**src/rtl/mem_bus_pkg.sv**
```systemverilog
// Shared definitions for the CPU memory-bus responder.
//   state_t        responder FSM states
//   LED_ADDR_DEF   default LED register address
//   SW_ADDR_DEF    default switch port address
//   IO_W           width of the LED register and switch port
//   is_io()        region decode: 1 when the address hits the I/O window
package mem_bus_pkg;

  typedef enum logic [1:0] {
    IDLE = 2'd0,
    WAIT = 2'd1,
    RESP = 2'd2
  } state_t;

  localparam logic [7:0] LED_ADDR_DEF = 8'hFE;
  localparam logic [7:0] SW_ADDR_DEF  = 8'hFF;
  localparam int         IO_W         = 10;

  // Arguments are widened to 32 bits so the decode works for any ADDR_W.
  function automatic logic is_io(input logic [31:0] addr,
                                 input logic [31:0] led_addr,
                                 input logic [31:0] sw_addr);
    return (addr == led_addr) || (addr == sw_addr);
  endfunction

endpackage

```
**src/rtl/io_sync.sv**
```systemverilog
// Two-flop synchronizer for asynchronous level inputs.
//   clk    in   1      sampling clock
//   reset  in   1      asynchronous active-low reset, clears both stages
//   i_d    in   WIDTH  asynchronous input
//   o_q    out  WIDTH  synchronized output (two clk cycles of latency)
module io_sync #(
  parameter int WIDTH = 1
) (
  input  logic             clk,
  input  logic             reset,
  input  logic [WIDTH-1:0] i_d,
  output logic [WIDTH-1:0] o_q
);

  logic [WIDTH-1:0] r_meta;
  logic [WIDTH-1:0] r_sync;

  always_ff @(posedge clk or negedge reset) begin
    if (!reset) begin
      r_meta <= '0;
      r_sync <= '0;
    end else begin
      r_meta <= i_d;
      r_sync <= r_meta;
    end
  end

  assign o_q = r_sync;

endmodule

```
**src/rtl/mem_bus_responder.sv**
```systemverilog
// Responder end of the CPU memory interface. Accepts one read or write at a
// time, routes it to RAM or to the memory-mapped LED/switch registers, and
// acknowledges with a one-cycle mready.
//
// Optional feature macro: MEM_BUS_WRITE_PROTECT_EN
//   When defined, RAM writes at or below PROTECT_TOP are acknowledged but
//   suppressed, and merr is raised with mready. When undefined merr stays 0.
//
// Ports
//   clk        in   1       rising-edge clock
//   reset      in   1       asynchronous active-low reset
//   mreq       in   1       request valid (sampled in IDLE only)
//   mwrite     in   1       1 = write, 0 = read
//   address    in   ADDR_W  request address
//   wdata      in   DATA_W  write data
//   rdata      out  DATA_W  read data, valid while mready=1, held otherwise
//   mready     out  1       one-cycle acknowledge
//   merr       out  1       one-cycle protection fault, coincident with mready
//   ram_addr   out  ADDR_W  RAM address (registered)
//   ram_we     out  1       RAM write enable, first WAIT cycle only
//   ram_wdata  out  DATA_W  RAM write data (registered)
//   ram_rdata  in   DATA_W  RAM read data, valid one cycle after ram_addr
//   sw_in      in   10      asynchronous switches
//   led_out    out  10      LED register
//
// FSM
//   state | meaning
//   IDLE  | waiting for mreq; accepts and latches the request
//   WAIT  | RAM access in progress, wait counter running down
//   RESP  | mready (and merr) high for this single cycle
module mem_bus_responder
  import mem_bus_pkg::*;
#(
  parameter int               DATA_W      = 16,
  parameter int               ADDR_W      = 8,
  parameter int               WAIT_CYCLES = 1,
  parameter logic [ADDR_W-1:0] LED_ADDR   = LED_ADDR_DEF,
  parameter logic [ADDR_W-1:0] SW_ADDR    = SW_ADDR_DEF,
  parameter logic [ADDR_W-1:0] PROTECT_TOP = 8'h3F
) (
  input  logic              clk,
  input  logic              reset,
  input  logic              mreq,
  input  logic              mwrite,
  input  logic [ADDR_W-1:0] address,
  input  logic [DATA_W-1:0] wdata,
  output logic [DATA_W-1:0] rdata,
  output logic              mready,
  output logic              merr,
  output logic [ADDR_W-1:0] ram_addr,
  output logic              ram_we,
  output logic [DATA_W-1:0] ram_wdata,
  input  logic [DATA_W-1:0] ram_rdata,
  input  logic [IO_W-1:0]   sw_in,
  output logic [IO_W-1:0]   led_out
);

  localparam int               CNT_W    = $clog2(WAIT_CYCLES + 1);
  localparam logic [CNT_W-1:0] CNT_LOAD = CNT_W'(WAIT_CYCLES - 1);
  localparam int               PAD_W    = DATA_W - IO_W;

  state_t r_state;
  state_t w_next;

  logic [CNT_W-1:0]  r_cnt;
  logic              r_write;
  logic              r_fault;
  logic [DATA_W-1:0] r_rdata;
  logic              r_mready;
  logic              r_merr;
  logic [ADDR_W-1:0] r_ram_addr;
  logic              r_ram_we;
  logic [DATA_W-1:0] r_ram_wdata;
  logic [IO_W-1:0]   r_led;

  logic              w_accept;
  logic              w_is_io;
  logic              w_prot_hit;
  logic [IO_W-1:0]   w_sw_sync;

  io_sync #(
    .WIDTH(IO_W)
  ) u_sw_sync (
    .clk  (clk),
    .reset(reset),
    .i_d  (sw_in),
    .o_q  (w_sw_sync)
  );

  assign w_accept = (r_state == IDLE) && mreq;
  assign w_is_io  = is_io(32'(address), 32'(LED_ADDR), 32'(SW_ADDR));

`ifdef MEM_BUS_WRITE_PROTECT_EN
  assign w_prot_hit = mwrite && !w_is_io && (address <= PROTECT_TOP);
`else
  logic w_unused_prot;
  assign w_unused_prot = ^PROTECT_TOP;
  assign w_prot_hit    = 1'b0;
`endif

  always_ff @(posedge clk or negedge reset) begin
    if (!reset) begin
      r_state <= IDLE;
    end else begin
      r_state <= w_next;
    end
  end

  always_comb begin
    w_next = r_state;
    case (r_state)
      IDLE: begin
        if (mreq) begin
          w_next = w_is_io ? RESP : WAIT;
        end
      end
      WAIT: begin
        if (r_cnt == '0) begin
          w_next = RESP;
        end
      end
      RESP:    w_next = IDLE;
      default: w_next = IDLE;
    endcase
  end

  // I/O accesses complete at the accept edge so their result is visible in
  // the RESP cycle; RAM accesses finish at the edge ending the last WAIT cycle.
  always_ff @(posedge clk or negedge reset) begin
    if (!reset) begin
      r_cnt       <= '0;
      r_write     <= 1'b0;
      r_fault     <= 1'b0;
      r_rdata     <= '0;
      r_mready    <= 1'b0;
      r_merr      <= 1'b0;
      r_ram_addr  <= '0;
      r_ram_we    <= 1'b0;
      r_ram_wdata <= '0;
      r_led       <= '0;
    end else begin
      r_ram_we <= 1'b0;
      r_mready <= 1'b0;
      r_merr   <= 1'b0;

      if (w_accept) begin
        r_write <= mwrite;
        r_fault <= w_prot_hit;
        r_cnt   <= CNT_LOAD;
        if (w_is_io) begin
          r_mready <= 1'b1;
          if (mwrite) begin
            if (address == LED_ADDR) begin
              r_led <= wdata[IO_W-1:0];
            end
          end else if (address == LED_ADDR) begin
            r_rdata <= {{PAD_W{1'b0}}, r_led};
          end else begin
            r_rdata <= {{PAD_W{1'b0}}, w_sw_sync};
          end
        end else begin
          r_ram_addr  <= address;
          r_ram_wdata <= wdata;
          r_ram_we    <= mwrite && !w_prot_hit;
        end
      end

      if (r_state == WAIT) begin
        if (r_cnt != '0) begin
          r_cnt <= r_cnt - CNT_W'(1);
        end else begin
          r_mready <= 1'b1;
          r_merr   <= r_fault;
          if (!r_write) begin
            r_rdata <= ram_rdata;
          end
        end
      end
    end
  end

  assign rdata     = r_rdata;
  assign mready    = r_mready;
  assign merr      = r_merr;
  assign ram_addr  = r_ram_addr;
  assign ram_we    = r_ram_we;
  assign ram_wdata = r_ram_wdata;
  assign led_out   = r_led;

endmodule

```
**config.mk**
```make
export PLATFORM = sky130hd
export DESIGN_NAME = mem_bus_responder
export DESIGN_NICKNAME = d
export VERILOG_FILES = /design/src/rtl/mem_bus_pkg.sv /design/src/rtl/io_sync.sv /design/src/rtl/mem_bus_responder.sv
export SDC_FILE = /design/constraint.sdc
export NUM_CORES = 1
export LEC_CHECK = 0
export ABC_AREA = 1
export CAP_MARGIN = 20
export CORE_MARGIN = 3
export CORE_UTILIZATION = 35
export CTS_CLUSTER_DIAMETER = 150
export DETAILED_ROUTE_END_ITERATION = 10
export GPL_TIMING_DRIVEN = 0
export PLACE_DENSITY_LB_ADDON = 0.1
export REMOVE_ABC_BUFFERS = 1
export SYNTH_ARGS = -nofsm -noshare
export SYNTH_HDL_FRONTEND = slang
export SYNTH_HIERARCHICAL = 1
export SYNTH_SLANG_ARGS = --single-unit
export TNS_END_PERCENT = 1
```
**constraint.sdc**
```tcl
create_clock -name clk -period 1.8 [get_ports clk]
set_input_delay 0.36 -clock clk [delete_from_list [all_inputs] [get_ports clk]]
set_output_delay 0.36 -clock clk [all_outputs]
set_load 0.05 [all_outputs]
```
==> results_dict.tcl, run 1 <==
set metrics [dict create \
    status "finished, final reports clean" \
    clockBufferDepth 2 \
    synthArstFlopShare_pct 100.0 \
    ff2ff_path_depth 7 \
    insertion_delay_ps 350 \
    core_area_um2 8423 \
    place.gp.congestion 0.7730 \
    port_buffers 105 \
    drt_iter0_drc 41 \
    p_leak_nw 2.094 \
    ctsRootBufferMaster "clkbuf_8" \
    synth-seq-cells 76 \
    holdCritPathClass "reg -> reg" \
    fin_crit_sh_pct 94.76 \
    yosysWarnings 6 \
    seq_area_um2 1902 \
    final_util_pct 53.52 \
    required_ps 2030 \
    drt-total-wl_mm 7.088 \
    first_global_vias 2294 \
    dr.pass1.iters 4 \
    netlist_top_cells_count "dfrtp_1, nand2_1, inv_1, nand3_1, mux2_4" \
    drc 0 \
    ys_types 26 \
    cp_max_fo 28 \
    yosys-top-cells-area "dfrtp_1, mux2_4, nand2_1" \
    die_h_um 100.1 \
    clock_skew_ps 12.94 \
    dp_hpwl_mm 4.931 \
    yosysMostFrequentCell "dfrtp_1" \
    stdcell_count 489 \
    p_total_mw 6.144 \
    io_pins 107 \
    groute.usage.overall_pct 15.14 \
    dp_cells 466 \
    antenna_found_initial 0 \
    vias 2231 \
    drive_gt1_share_pct 21.35 \
    layout-area-overhead-vs-synth_pct 45.34 \
    syn-instance-count 264 \
    synth_area_leader_cell "dfrtp_1" \
    gr-total-overflow 0 \
    timing_worst_setup_path_type "in -> reg" \
    fmax_ghz 0.5863 \
    ys_seq_area_share_pct 61.32 \
    netlist_area_um2 3102 \
    cap_violations 0 \
    clk_pin_slew_ps 80 \
    numCtsBuffers 9 \
    min_period_ps 1706 \
    pwr_density_cell_nw_per_um2 1363 \
    post_drt_via_cell_ratio 4.562 \
    hold_violations 0 \
    clock-sinks 76 \
    die_x_um 100.1 \
    syn_avg_cell_area_um2 11.75 \
    finalNetCount 433 \
    grt_first_pass_wirelength_mm 11.76 \
    ant_nets 0 \
    cp-end-kind "flip-flop" \
    tritoncts "built" \
    grt_max_degree 41 \
    setup_viol 0 \
    synth_edf_count 0 \
    arrival_ps 1940 \
    slew_viol_final 0 \
    wl_per_cell_um 14.49 \
    cp-start-kind "input pin" \
    antenna_cells 0 \
    rsz0062_at_grt "false" \
    htree_levels 3 \
    fill_cells 785 \
    maxSlewHeadroom_pct 65.51 \
    whs_path_depth 0 \
    die-area_um2 10030 \
    start_util_pct 36.82 \
    multi_input_area_um2 1056 \
    worst_pin_slew_ps 519.5 \
    ir_worst_vdd_v 0.0006684 \
    yosysTopAreaCellShare_pct 61.32 \
    synthFlopType "dfrtp_1" \
    rows 33 \
]
[sequential cells by signal (all words and copies together), names as in the netlist, 2 cells and up]
name,flops
ram_wdata,16
u_sw_sync/r_meta,10
rdata,16
u_sw_sync/o_q,10
led_out,10
r_state,2
ram_addr,8
[what timing repair did]
action                     CTS  global route
setup endpoints to repair  100            47
resized for setup           59             4
buffers inserted             0             6
pin swaps                    0             2
hold buffers                 1             0
hold endpoints to repair    36             0
[cells by family (layout without fill, tap and decap cells)]
kind of cell	after synthesis	after routing	share of synthesized area, %
AO/OA/AOI/OAI	35	35	6.616
other	1	1	0.1209
AND/OR/NAND/NOR	94	94	16.50
flip-flops	76	76	61.31
buffers and inverters	36	156	5.769
multiplexers	22	22	9.681
[stage by stage]
| stage | area [um^2] | hold slack [ps] | worst slack, ps | setup TNS (ps) |
|---|---|---|---|---|
| after floorplan | 3019 | 64.41 | -570.6 | -5706 |
| after global placement | 4202 | 331.3 | -2393 | -226130 |
| after detailed placement | 4232 | 334.7 | -892.4 | -26500 |
| after CTS | 4419 | 352.1 | -100.2 | -1546 |
| after global routing | 4508 | 356.5 | 9.227 | 0 |
| final | 4508 | 351.1 | 94.27 | 0 |
[critical path: stages]
cell,delay [ps]
clkdlybuf4s50_1,480
nand2_1,100
nor2_4,150
buf_12,140
nand2_2,90
nand2_8,220
mux2_2,370
[routing by layer]
layer,up-vias,track usage (%),wire length (um)
li1,1089,-,-
met2,61,24.31,3453
met1,1069,19.11,3064
met3,12,3.892,419
met5,-,0,0
met4,0,7.150,150
[report_power, final]
part	internal [mW]	switching (mW)	total [mW]
combinational	0.780	1.68	2.46
sequential	2.07	0.190	2.26
clock	0.782	0.639	1.42
total	3.63	2.51	6.14
[layout by cell type, fill, tap and decap left out]
cell type and n:
conb_1 1, buf_12 3, buf_6 2, nand2_8 1
inv_1 22, nor2_1 7, nor2_4 5, nor3_4 2
inv_2 2, inv_6 2, nand3_2 7, o21ai_1 10
nor2_2 4, clkbuf_8 9, nand2_4 1, clkinv_2 2
nand2_1 41, nand3_1 21, nand4_4 1, clkinvlp_4 1
dlygate4sd3_1 1, clkdlybuf4s50_1 52, o21ai_0 5, a21oi_1 12
and3_1 1, dfrtp_1 76, mux2_4 14, mux2_2 8
clkbuf_1 1, bufinv_16 2, nand2_2 3, buf_4 5
a21oi_2 8, dlygate4sd2_1 52
[layout make-up]
cell class                 count  share of cell area (%)
tap                          105                   2.914
multi-input combinational    152                   23.42
clock buffer                  10                   2.831
clock inverter                 6                   1.915
sequential                    76                   42.19
inverter                      25                   2.193
timing repair buffer         115                   24.54
[path summary, 6_finish.rpt]
kind / start / endpoint / slack, ps
min reg2reg: u_sw_sync/r_meta[2] / u_sw_sync/o_q[2] / 350
max: address[5] / ram_wdata[4] / 90
max reg2reg: r_state[1] / rdata[2] / 260
min: u_sw_sync/r_meta[2] / u_sw_sync/o_q[2] / 350
min in group asynchronous: reset / ram_addr[5] / 510
max in group asynchronous: reset / u_sw_sync/o_q[4] / 700
Power figures use the tool's default switching activity.
==> inputs of run 2 (changes only) <==
==> constraint.sdc (replaced) <==
create_clock -name clk -period 2.1 [get_ports clk]
set_input_delay 0.42 -clock clk [delete_from_list [all_inputs] [get_ports clk]]
set_output_delay 0.42 -clock clk [all_outputs]
set_load 0.05 [all_outputs]
==> results_dict.tcl, run 2 (synthesized netlist as in run 1, its figures left out) <==
set metrics [dict create \
    slew_viol_final 0 \
    status "finished, final reports clean" \
    layout_common_cells "clkdlybuf4s50_1, dfrtp_1, nand2_1, inv_1, nand3_1" \
    dr.pass1.iters 4 \
    dp_hpwl_mm 4.931 \
    start_util_pct 36.82 \
    rsz0062_at_grt "false" \
    cp-end-kind "output pin" \
    die_x_um 100.1 \
    clockBufferDepth 2 \
    post_drt_via_cell_ratio 4.585 \
    arrival_ps 1550 \
    hold_ws_ps 26.85 \
    gr-total-overflow 0 \
    finalNetCount 426 \
    worst_pin_slew_ps 817.3 \
    port_buffers 105 \
    drive_gt1_share_pct 20.16 \
    ant_nets 0 \
    io_pins 107 \
    min_period_ps 1971 \
    ctsRootBufferMaster "clkbuf_8" \
    vias 2210 \
    final_common_cell "clkdlybuf4s50_1" \
    pwr_density_cell_nw_per_um2 1217 \
    grt_first_pass_wirelength_mm 11.72 \
    cp_slowest_cell "clkdlybuf4s50_1" \
    insertion_delay_ps 350 \
    htree_levels 3 \
    final_area_um2 4477 \
    maxSlewHeadroom_pct 45.34 \
    postPlaceCellArea_um2 4232 \
    drc 0 \
    cp_num_buf_inv 1 \
    clock_skew_ps 13.27 \
    max_stage_delay_ps 830 \
    fmax_ghz 0.5075 \
    tritoncts "built" \
    numCtsBuffers 9 \
    rrSetupSlack_ps 310 \
    groute.usage.overall_pct 15.07 \
    fill_cells 775 \
    ir_worst_vdd_v 0.0006135 \
    antenna_found_initial 0 \
    rows 33 \
    grt_max_degree 41 \
    path_delay_family "buffers and inverters" \
    cts_hold_buf 0 \
    first_global_vias 2300 \
    hold_violations 0 \
    die-area_um2 10030 \
    cp_max_fo 2 \
    cp-start-kind "flip-flop" \
    antenna_cells 0 \
    fin_crit_sh_pct 93.84 \
    holdCritPathClass "in -> async" \
    clock-sinks 76 \
    timing_worst_setup_path_type "reg -> out" \
    p_total_mw 5.447 \
    dp_slack_ps -652.4 \
    core_area_um2 8423 \
    cap_violations 0 \
    wl_per_cell_um 14.46 \
    setup_viol 0 \
    required_ps 1680 \
    drt_iter0_drc 49 \
    path_cells "clkdlybuf4s50_1" \
    clk_pin_slew_ps 80 \
    place.gp.congestion 0.7730 \
    die_h_um 100.1 \
    layout-area-overhead-vs-synth_pct 44.33 \
    fin_ws_ps 129.4 \
    drt-total-wl_mm 6.968 \
    p_leak_nw 2.006 \
]
-- run 2: cell count changes in the layout (fill, tap and decap cells not counted), sizes merged --
cell,previous run,this run
clkdlybuf4s50,52,104
buf,10,3
dlygate4sd2,52,0
dlygate4sd3,1,0
clkbuf,10,11
-- run 2: worst paths after layout --
check | startpoint | to | cells past startpoint
worst max-delay path | rdata[4] | rdata[4] | 1
worst min-delay path | reset | ram_addr[4] | 1
worst max register to register | r_state[0] | rdata[5] | 5
worst min register to register | u_sw_sync/r_meta[0] | u_sw_sync/o_q[0] | 0
max in group asynchronous | reset | u_sw_sync/o_q[4] | 2
min in group clk | u_sw_sync/r_meta[0] | u_sw_sync/o_q[0] | 0
-- run 2: layout make-up --
cell class                 count  area, um^2  area share, %
timing repair buffer         108        1084          24.20
inverter                      25       96.34          2.152
multi-input combinational    152        1050          23.45
clock inverter                 6       86.33          1.928
tap                          105       131.4          2.935
sequential                    76        1902          42.48
clock buffer                  10       127.6          2.851
-- run 2: power by group --
part	internal [mW]	switching (mW)
logic	0.847	1.43
registers	1.78	0.175
clock network	0.670	0.546
total	3.29	2.15
-- run 2: per-stage QoR --
stage / utilization [%] / cells / TNS [ps]
finish: 53.15 / 482 / 0
global route: 53.15 / 482 / 0
CTS: 52.90 / 482 / 0
detailed placement: 50.24 / 466 / -14050
global placement: 49.88 / 463 / -195440
floorplan: - / 253 / -3306
-- run 2: timing repair --
item | 4_1_cts | 5_1_grt
buffers inserted | 0 | 0
setup endpoints to repair | 10 | 16
pin swaps | 0 | 1
gates resized for setup | 3 | 4
-- run 2: metal layers --
layer  vias up  GRT usage (%)  wire length [um]
li1       1072              -                 -
met1      1065          19.20              3036
met2        61          23.85              3376
met3        12          3.961               413
met4         0          7.254               142
met5         -              0                 0
